**config.mk**
```make
export PLATFORM = sky130hd
export DESIGN_NAME = round_robin_dispatcher
export DESIGN_NICKNAME = d
export VERILOG_FILES = /design/src/rtl/round_robin_dispatcher.sv
export SDC_FILE = /design/constraint.sdc
export NUM_CORES = 1
export LEC_CHECK = 0
export BUFFER_PORTS_ARGS = -buffer_cell sky130_fd_sc_hd__buf_4
export CAP_MARGIN = 5
export CELL_PAD_IN_SITES_DETAIL_PLACEMENT = 2
export CELL_PAD_IN_SITES_GLOBAL_PLACEMENT = 2
export CORE_MARGIN = 2
export CORE_UTILIZATION = 36
export CTS_CLUSTER_DIAMETER = 150
export CTS_CLUSTER_SIZE = 24
export DETAILED_ROUTE_END_ITERATION = 7
export PLACE_DENSITY_LB_ADDON = 0.2
export SYNTH_ARGS = -nofsm -noshare
export SYNTH_HDL_FRONTEND = slang
export SYNTH_SLANG_ARGS = --single-unit
```
**constraint.sdc**
```tcl
create_clock -name clk_i -period 3.2 [get_ports clk_i]
set_input_delay 0.32 -clock clk_i [delete_from_list [all_inputs] [get_ports clk_i]]
set_output_delay 0.32 -clock clk_i [all_outputs]
set_load 0.02 [all_outputs]
```
**src/rtl/round_robin_dispatcher.sv**
```systemverilog
// Round-robin dispatcher: fans a single valid/ready stream out to NUM_OUT
// channels, each with its own one-entry output register. Items go to the
// next free channel in cyclic order starting from a rotation pointer.
module round_robin_dispatcher #(
    parameter int NUM_OUT    = 4,
    parameter int DATA_WIDTH = 8
) (
    input  logic                          clk_i,
    input  logic                          arst_i,
    input  logic                          allow_i,
    input  logic [DATA_WIDTH-1:0]         data_i,
    input  logic                          valid_i,
    output logic                          ready_o,
    output logic [$clog2(NUM_OUT)-1:0]    sel_o,
    output logic [NUM_OUT*DATA_WIDTH-1:0] data_o,
    output logic [NUM_OUT-1:0]            valid_o,
    input  logic [NUM_OUT-1:0]            ready_i
);

    localparam int SEL_W = $clog2(NUM_OUT);

    logic [NUM_OUT-1:0]    full_q;
    logic [NUM_OUT-1:0]    full_d;
    logic [DATA_WIDTH-1:0] slotData_q [NUM_OUT];
    logic [DATA_WIDTH-1:0] slotData_d [NUM_OUT];
    logic [SEL_W-1:0]      ptr_q;
    logic [SEL_W-1:0]      ptr_d;

    logic [NUM_OUT-1:0]    freeMask;
    logic [SEL_W-1:0]      upperSel;
    logic [SEL_W-1:0]      lowerSel;
    logic                  upperFound;
    logic [SEL_W-1:0]      selIdx;
    logic                  fire;

    // A slot that is draining this cycle can be refilled in the same cycle.
    assign freeMask = ~full_q | ready_i;
    assign ready_o  = allow_i & (|freeMask);
    assign fire     = valid_i & ready_o;
    assign sel_o    = selIdx;
    assign valid_o  = full_q;

    // Cyclic search from ptr: lowest free slot at or above ptr, otherwise
    // wrap around to the lowest free slot overall.
    always_comb begin
        upperFound = 1'b0;
        upperSel   = '0;
        lowerSel   = '0;
        for (int k = NUM_OUT - 1; k >= 0; k--) begin
            if (freeMask[k]) begin
                lowerSel = SEL_W'(k);
                if (SEL_W'(k) >= ptr_q) begin
                    upperFound = 1'b1;
                    upperSel   = SEL_W'(k);
                end
            end
        end
        selIdx = upperFound ? upperSel : lowerSel;
    end

    // Pointer moves just past the channel that took the item, wrapping
    // explicitly so non-power-of-two channel counts rotate correctly.
    always_comb begin
        ptr_d = ptr_q;
        if (fire) begin
            ptr_d = (selIdx == SEL_W'(NUM_OUT - 1)) ? '0 : selIdx + 1'b1;
        end
    end

    // Per-channel occupancy: a load wins over a drain in the same cycle,
    // otherwise an accepted output empties the slot.
    always_comb begin
        full_d = full_q;
        for (int k = 0; k < NUM_OUT; k++) begin
            slotData_d[k] = slotData_q[k];
            if (fire && (selIdx == SEL_W'(k))) begin
                full_d[k]     = 1'b1;
                slotData_d[k] = data_i;
            end else if (full_q[k] && ready_i[k]) begin
                full_d[k] = 1'b0;
            end
        end
    end

    // State registers; reset discards every buffered item immediately.
    always_ff @(posedge clk_i or posedge arst_i) begin
        if (arst_i) begin
            full_q <= '0;
            ptr_q  <= '0;
            for (int k = 0; k < NUM_OUT; k++) begin
                slotData_q[k] <= '0;
            end
        end else begin
            full_q <= full_d;
            ptr_q  <= ptr_d;
            for (int k = 0; k < NUM_OUT; k++) begin
                slotData_q[k] <= slotData_d[k];
            end
        end
    end

    // Flatten the per-channel registers onto the output bus.
    always_comb begin
        data_o = '0;
        for (int k = 0; k < NUM_OUT; k++) begin
            data_o[k*DATA_WIDTH +: DATA_WIDTH] = slotData_q[k];
        end
    end

endmodule

```
Yosys cells after proc, flatten, opt, wreduce, memory -nomap -nowiden
Cells that the tools add are included.
{"block": "classes", "n_addsub": 1, "n_lt_le_gt_ge": 4, "eq_ne": 3, "n_mux": 30, "bitwise_logic": 4, "n_reduce_logical": 14}
{"cell": "two-way mux 2 bit", "count": 14}
{"cell": "two-way mux 1 bit", "count": 16}
{"cell": "logical AND 1 bit", "count": 8}
{"cell": "nonzero test 2 bit", "count": 4}
{"cell": "equality test 2 bit, second input constant", "count": 2}
{"cell": ">= comparator 1 x 2 -> 1 bit, first input constant", "count": 2}
{"cell": ">= comparator 2 bit, first input constant", "count": 2}
{"cell": "NOT 4 bit", "count": 1}
{"cell": "bitwise OR 4 bit", "count": 1}
{"cell": "OR reduction 4 bit", "count": 1}
{"cell": "adder 2 x 1 -> 2 bit, second input constant", "count": 1}
{"cell": "bitwise AND 1 bit", "count": 2}
{"cell": "equality test 2 x 1 -> 1 bit, second input constant", "count": 1}
{"cell": "zero test 2 bit", "count": 1}
{"block": "totals", "reg_bits": 38, "input_bits": 16, "out_inout_bits": 39, "elab_cells": 65}

Longest topological paths before layout
Gate-level depths: netlist (run 1).
{"block": "depth", "ltp_word": 13, "ltp_mapped": 9, "mapped_depth_nobuf": 7}

Worst setup path after synthesis (run 1)
Ideal clock, no wire load.
{"block": "synth_timing", "kind": "flip-flop to flip-flop", "from": "register full_q[2], in the netlist valid_o[2]", "to": "register slotData_q (netlist bit data_o[16])", "setup_time_ps": 125, "arrival_time_ps": 2492, "required_ps": 3075, "path_slack_ps": 583, "stages_incl_launch_ff": 9, "n_path_buf": 1, "synth_period_minus_slack_ps": 2617, "path_cell_list": "dfrtp_1 nor2b_1 a211oi_1 a211oi_1 inv_1 ha_1 and2_4 buf_6 mux2_4"}
{"block": "synth_between", "elab_chain_cells": 10}
{"item": "start, declared", "line": "22", "source": "logic [NUM_OUT-1:0] full_q;"}
{"item": "start signal, assigned", "line": "94", "source": "full_q <= full_d;"}
{"item": "NOT 4 bit (*)", "line": "37", "source": "assign freeMask = ~full_q | ready_i;"}
{"item": "bitwise OR 4 bit (*)", "line": "37"}
{"item": "two-way mux 2 bit or two-way mux 1 bit (tied branches)", "line": "50", "source": "if (freeMask[k]) begin"}
{"item": "two-way mux 2 bit or two-way mux 1 bit (tied branches)", "line": "52", "source": "if (SEL_W'(k) >= ptr_q) begin"}
{"item": "two-way mux 2 bit or two-way mux 1 bit (tied branches)", "line": "50"}
{"item": "two-way mux 2 bit or two-way mux 1 bit (tied branches)", "line": "52"}
{"item": "two-way mux 2 bit or two-way mux 1 bit (tied branches)", "line": "50"}
{"item": "two-way mux 2 bit (*)", "line": "58", "source": "selIdx = upperFound ? upperSel : lowerSel;"}
{"item": "named net sel_o[0]", "line": "14", "source": "output logic [$clog2(NUM_OUT)-1:0] sel_o,"}
{"item": "equality test 2 bit (*)", "line": "76", "source": "if (fire && (selIdx == SEL_W'(k))) begin"}
{"item": "logical AND 1 bit (*)", "line": "76"}
{"item": "end signal, assigned by index", "line": "97", "source": "slotData_q[k] <= slotData_d[k];"}
{"item": "end, declared", "line": "24", "source": "logic [DATA_WIDTH-1:0] slotData_q [NUM_OUT];"}
The timed path passes the listed nets; every way through them passes the cells marked *.
A chain may end at the register's enable or synchronous reset.

Final worst setup path (run 1)
{"block": "layout_timing", "from": "register full_q[2], in the netlist valid_o[2]", "to": "register slotData_q (netlist bit data_o[0])"}
{"block": "layout_between", "elab_chain_cells": 10}
{"item": "NOT 4 bit (*)", "line": "37"}
{"item": "bitwise OR 4 bit (*)", "line": "37"}
{"item": "two-way mux 2 bit or two-way mux 1 bit (tied branches)", "line": "50"}
{"item": "two-way mux 2 bit or two-way mux 1 bit (tied branches)", "line": "52"}
{"item": "two-way mux 2 bit or two-way mux 1 bit (tied branches)", "line": "50"}
{"item": "two-way mux 2 bit or two-way mux 1 bit (tied branches)", "line": "52"}
{"item": "two-way mux 2 bit or two-way mux 1 bit (tied branches)", "line": "50"}
{"item": "two-way mux 2 bit", "line": "58"}
{"item": "zero test 2 bit", "line": "76"}
{"item": "logical AND 1 bit (*)", "line": "76"}
Every way passes the cells marked *; elsewhere a longest branch is shown, timed or not.

==> flow_summary_export.csv, run 1 <==
group,metric,value,unit
detailed_routing,num_vias,1124,
detailed_routing,drt-wirelength-per-cell,19.6,um
yosys,ys_ff_latch,38,
clock_network,clkTransAtPathRegs,0.07,ns
timing,hold_viol_final,0,
yosys,synth_ff_type,"dfrtp_1",
floorplan,chipHeight,73.5,um
yosys,postSynthAreaPerCell,15.4,um^2
floorplan,pin_count,55,
floorplan,num_rows,25,
status,status,"complete, no violations",
critical_path,worstSetupPathType,"reg -> reg",
critical_path,endpoint,"data_o[0]",
clock_network,cts_hold_buf,0,
layout,area_growth,30.2,%
clock_network,post_cts_buffers,0,
clock_network,cts_resized,0,
floorplan,initial_core_util,37.1,%
yosys,synthCells,113,
critical_path,r2r-end,"data_o[0]",
clock_network,root_buffer,"clkbuf_8",
yosys,ys_seq_area_share,54.6,%
placed_design,dp_hpwl,3280,um
timing,slew_headroom,32.5,%
layout,num_antenna_cells,0,
timing,min_period,2.42,ns
run,maxCapViolCount,0,
grt,grt_overflow_total,0,
yosys,netlist.area_leader.share,54.6,%
timing,worstMarginPinSlew,1.01,ns
yosys,synth_area,1740,um^2
power_and_ir_drop,p_seq_share,36.1,%
grt,antenna_found_initial,0,
critical_path,critPathArrivalTime,2.60,ns
layout,fillerInstances,459,
detailed_routing,drt-pass1-iter-count,4,
yosys,synthDistinctLibCells,27,
detailed_routing,antenna_left,0,
clock_network,insertion_delay,0.29,ns
timing,finClkSkew,0.00586,ns
timing,hold_ws,0.270,ns
detailed_routing,drt-vias-per-instance,5.02,
critical_path,reg2reg_depth,7,
power_and_ir_drop,leakagePower,1.13,nW
power_and_ir_drop,swShare,37.8,%
critical_path,cp.depth,7,
timing,fmax,413,MHz
grt,grt_usage,17.8,%
clock_network,cts.sinks,38,
placed_design,place_congestion,0.710,
placed_design,io_buffers,54,
clock_network,htree_levels,2,
yosys,async_reset_ff_share,100,%
yosys,synth.yosys.warnings,0,
grt,grt_max_degree,27,
yosys,yosys.area.top_type,"dfrtp_1",
hold_path,min_path_type,"in -> async",
clock_network,numCtsBuffers,5,
power_and_ir_drop,power_frac_comb,50.4,%
critical_path,required,3.38,ns
clock_network,clockBufferDepth,2,
layout,drive_gt1_share,60.6,%
critical_path,crit_slowest_cell,"a211oi_1",
critical_path,r2r_slack,0.78,ns
detailed_routing,wl,4400,um
detailed_routing,drc,0,
power_and_ir_drop,finalPower,2.43,mW
critical_path,path_max_fanout,9,
floorplan,fp.coreArea,4690,um^2
power_and_ir_drop,power.density,1070,nW/um^2
timing,fin_tns_setup,0,ns
floorplan,design.die.area,5410,um^2
floorplan,die_w,73.5,um
timing,drv_slew,0,
grt,grt_pass1_vias,1322,
power_and_ir_drop,ir_drop,0.390,mV
timing,setup_viol,0,
clock_network,cts_tree,"built",
detailed_routing,dr.first_iter.drc_count,53,
critical_path,crit_path_end_kind,"flop",
critical_path,start_kind,"flop",
grt,grt_pass1_wl,6930,um
critical_path,path_buf_inv,1,
critical_path,crit_top_cell,"a211oi_1",
critical_path,reg2reg_from,"valid_o[2]",
power_and_ir_drop,pwr-share-clk,13.4,%
critical_path,path_cells,"nor2b_1, a211oi_1, a211oi_1, inv_1, ha_1, and2_4, mux2_4",
yosys,syn_nets,133,
power_and_ir_drop,p_sw,919,uW
critical_path,startpoint,"valid_o[2]",
power_and_ir_drop,p_int,1.51,mW
critical_path,critPathTopFamily,"compound AO/OA/AOI/OAI gates",
yosys,synth_edf_count,0,
yosys,synthTopCellsByArea,"dfrtp_1 55%, mux2_4 21%, mux2_2 5.2%",
critical_path,slowest_delay,0.56,ns
timing,finalCritPeriodShare,75.6,%
timing,rsz0062_at_grt,"false",
layout,finalNetCount,191,
## power groups by stage
stage / Clock [mW] / Combinational [mW] / Sequential, mW
finish: 0.326 / 1.23 / 0.879
global route: 0.358 / 1.30 / 0.911
global placement: 0 / 1.20 / 0.871
detailed placement: 0 / 1.24 / 0.886
floorplan: 0 / 0.502 / 1.11
CTS: 0.345 / 1.25 / 0.884
## worst min path at each step
stage | startpoint | end | slack, ns | cells after the start
final | arst_i | data_o[10] | 0.27 | 2
after global routing | data_i[2] | data_o[18] | 0.28 | 2
after CTS | data_i[2] | data_o[18] | 0.27 | 2
after detailed placement | data_o[12] | data_o[12] | 0.50 | 1
after global placement | data_o[10] | data_o[10] | 0.49 | 1
after floorplan | data_i[0] | data_o[0] | 0.47 | 1
## registers in the layout, summed over array words and instances, names as in the netlist
register	cells
valid_o	4
ptr_q	2
data_o	32
## synth_stat cells, types with 2 or more instances
master	instances
nand2b_1	2
nor2b_1	2
o22ai_1	2
and2_4	3
mux2_2	8
mux2_4	24
buf_6	3
a21oi_1	3
inv_1	4
a211oi_1	2
ha_1	4
or2_2	3
dfrtp_1	38
nand2b_4	2
## area by class of cell
class | instances | area [um^2] | area share, %
flip-flops and latches | 38 | 951 | 42.0
inverters | 4 | 15.0 | 0.663
well taps | 54 | 67.6 | 2.98
multi-input cells | 67 | 737 | 32.5
repair buffers | 55 | 413 | 18.2
clock buffers | 6 | 82.6 | 3.64
## worst reg2reg max path: stages (launching register included)
cell and delay, ns:
dfrtp_1 0.38, nor2b_1 0.34, a211oi_1 0.13, a211oi_1 0.56
inv_1 0.16, ha_1 0.22, and2_4 0.20, mux2_4 0.32
## layer usage
metal	vias to the layer above	wire length (um)	GRT usage (%)
li1	504	-	-
met1	576	1800	20.2
met2	39	2320	31.3
met3	5	225	5.90
met4	0	53	6.06
met5	-	0	0
## per-stage QoR
stage | cell area (um^2) | utilization, % | worst slack, ns | std cells
2_1_floorplan | 1740 | - | 0.583 | 113
6_report | 2270 | 48.3 | 0.780 | 224
4_1_cts | 2270 | 48.3 | 0.748 | 224
5_1_grt | 2270 | 48.3 | 0.608 | 224
3_5_place_dp | 2180 | 46.5 | 0.764 | 218
3_3_place_gp | 2180 | 46.5 | 0.882 | 218
## cell families after synthesis
logic type               share of synthesized area (%)
AO/OA/AOI/OAI                                     5.39
adder cells (fa/ha/maj)                           2.88
buffers and inverters                             3.02
flip-flops                                        54.6
multiplexers                                      25.9
AND/OR/NAND/NOR                                   8.20
## layout by cell type, fill, tap and decap left out
cell type and instances:
dfrtp_1 38, nand2b_1 2, o21ai_0 1, or2_2 3
o22a_1 1, nand4bb_1 1, nand2_2 1, o31a_1 1
ha_1 4, nor2b_1 2, buf_4 55, clkbuf_8 6
o311a_4 1, nand2b_4 2, a211oi_1 2, a21o_1 1
o22ai_1 2, mux2_2 8, and2b_1 1, nor3_1 1
a21oi_1 3, and2_4 3, nand2_1 1, nor3b_1 1
nor2_1 1, mux2_4 24, inv_1 4
Note: power is estimated with default switching activity, not from simulation.
==> run 2: changes to the inputs <==
Settings changed: CORE_UTILIZATION 36 to 34.
Clock period 3.2 ns to 2.4 ns, I/O delays scaled along.
==> run 2 against run 1 <==
Utilization shrank 2.7 points. Critical endpoint is now data_o[20]. Clock skew grew 0.0035 ns. Sequential power grew 33%. Setup slack lost 0.60 ns. Clock-buffer cell count grew 1.
==> flow_summary_export.csv, run 2 (synthesis gave the netlist of run 1 again) <==
group,metric,value,unit
timing,setup_viol,0,
detailed_routing,drc,0,
timing,slew_headroom,68.0,%
detailed_routing,num_vias,1112,
critical_path,critPathArrivalTime,2.38,ns
grt,grt_overflow_total,0,
detailed_routing,drt-pass1-iter-count,4,
layout,finalNetCount,191,
grt,antenna_found_initial,0,
layout,area_growth,31.3,%
layout,seqCellArea,951,um^2
layout,multi_input_area,742,um^2
clock_network,cts_resized,0,
critical_path,reg2reg_from,"ptr_q[1]",
timing,worstMarginPinSlew,0.480,ns
placed_design,dp_hpwl,3150,um
power_and_ir_drop,swShare,37.8,%
placed_design,io_buffers,54,
power_and_ir_drop,pwr-share-clk,12.6,%
clock_network,insertion_delay,0.28,ns
critical_path,crit_path_end_kind,"flop",
clock_network,htree_levels,2,
timing,rsz0062_at_grt,"false",
power_and_ir_drop,ir_drop,0.641,mV
placed_design,place_congestion,0.677,
timing,finClkSkew,0.00935,ns
floorplan,fp.coreArea,5010,um^2
power_and_ir_drop,finalPower,3.22,mW
floorplan,chipHeight,75.5,um
grt,grt_pass1_vias,1295,
timing,fmax,451,MHz
clock_network,root_buffer,"clkbuf_8",
layout,num_antenna_cells,0,
detailed_routing,drt-wirelength-per-cell,17.6,um
clock_network,cts_tree,"built",
clock_network,numCtsBuffers,5,
layout,drive_gt1_share,60.2,%
placed_design,placedCellCount,234,
floorplan,initial_core_util,34.7,%
layout,final_cells,241,
critical_path,required,2.56,ns
timing,drv_slew,0,
power_and_ir_drop,power.density,1410,nW/um^2
grt,grt_pass1_wl,6830,um
power_and_ir_drop,p_seq_share,36.2,%
grt,grt_max_degree,39,
timing,fin_tns_setup,0,ns
detailed_routing,dr.first_iter.drc_count,25,
critical_path,worstSetupPathType,"reg -> reg",
layout,final_common_cell,"buf_4",
clock_network,cts.sinks,38,
layout,largest_reg_flops,32,
detailed_routing,antenna_left,0,
floorplan,die_w,75.5,um
critical_path,reg2reg_depth,7,
floorplan,design.die.area,5710,um^2
timing,hold_ws,0.0701,ns
hold_path,min_path_type,"in -> async",
clock_network,post_cts_buffers,0,
grt,grt_usage,16.5,%
floorplan,pin_count,55,
power_and_ir_drop,power_frac_comb,51.2,%
detailed_routing,wl,4240,um
critical_path,endpoint,"data_o[20]",
timing,finalCritPeriodShare,92.4,%
timing,hold_viol_final,0,
run,maxCapViolCount,0,
detailed_routing,drt-vias-per-instance,4.61,
clock_network,cts_hold_buf,0,
power_and_ir_drop,p_sw,1.22,mW
status,status,"complete, no violations",
layout,fillerInstances,519,
layout,mostFrequentLayoutCells,"55 x buf_4, 38 x dfrtp_1, 24 x mux2_4, 8 x mux2_2, 5 x clkbuf_8",
clock_network,clockBufferDepth,2,
critical_path,r2r_slack,0.18,ns
critical_path,r2r-end,"data_o[20]",
critical_path,startpoint,"ptr_q[1]",
floorplan,num_rows,26,
critical_path,start_kind,"flop",
power_and_ir_drop,leakagePower,1.12,nW
clock_network,clkTransAtPathRegs,0.07,ns
timing,min_period,2.22,ns
critical_path,path_max_fanout,9,
power_and_ir_drop,p_int,2.00,mW
==> run 2: critical path, stage by stage, from the launching register on <==
cell	delay, ns
dfrtp_1	0.48
nor3b_1	0.27
a211oi_1	0.09
a211oi_2	0.38
inv_1	0.14
ha_1	0.21
and2_4	0.21
mux2_4	0.32
==> run 2: layer usage <==
layer	vias up	global-route usage (%)	share of wire (%)
met1	571	20.6	42
met4	0	4.29	1.5
li1	504	-	-
met5	-	0	0
met3	6	5.03	4.5
met2	31	28.1	53
==> run 2: worst min path at each step <==
| stage | from | to | slack, ns | depth (start not counted) |
|---|---|---|---|---|
| 6_report | arst_i | data_o[18] | 0.07 | 3 |
| 5_1_grt | arst_i | ptr_q[1] | 0.10 | 3 |
| 4_1_cts | arst_i | valid_o[1] | 0.09 | 3 |
| 3_5_place_dp | arst_i | valid_o[1] | 0.40 | 3 |
| 3_3_place_gp | arst_i | data_o[18] | 0.39 | 3 |
| 2_1_floorplan | data_i[0] | data_o[0] | 0.39 | 1 |
==> run 2: metrics by stage <==
step,setup slack (ns),instance area (um^2),utilization (%)
3_3_place_gp,0.337,2210,44.1
6_report,0.183,2280,45.6
4_1_cts,0.151,2280,45.6
3_5_place_dp,0.192,2210,44.1
2_1_floorplan,0.0994,1750,-
5_1_grt,0.0117,2280,45.6
==> run 2: area by class of cell <==
type                    count  area share (%)
flip-flops and latches     38            41.6
inverters                   4           0.657
multi-input cells          67            32.5
well taps                  70            3.83
repair buffers             55            18.1
clock buffers               7            3.34
==> run 2: power groups by stage <==
stage | logic [mW] | registers, mW | clock network [mW]
after floorplan | 0.676 | 1.48 | 0
after global placement | 1.62 | 1.16 | 0
after detailed placement | 1.67 | 1.18 | 0
after CTS | 1.68 | 1.17 | 0.420
after global routing | 1.77 | 1.22 | 0.451
final | 1.65 | 1.17 | 0.405
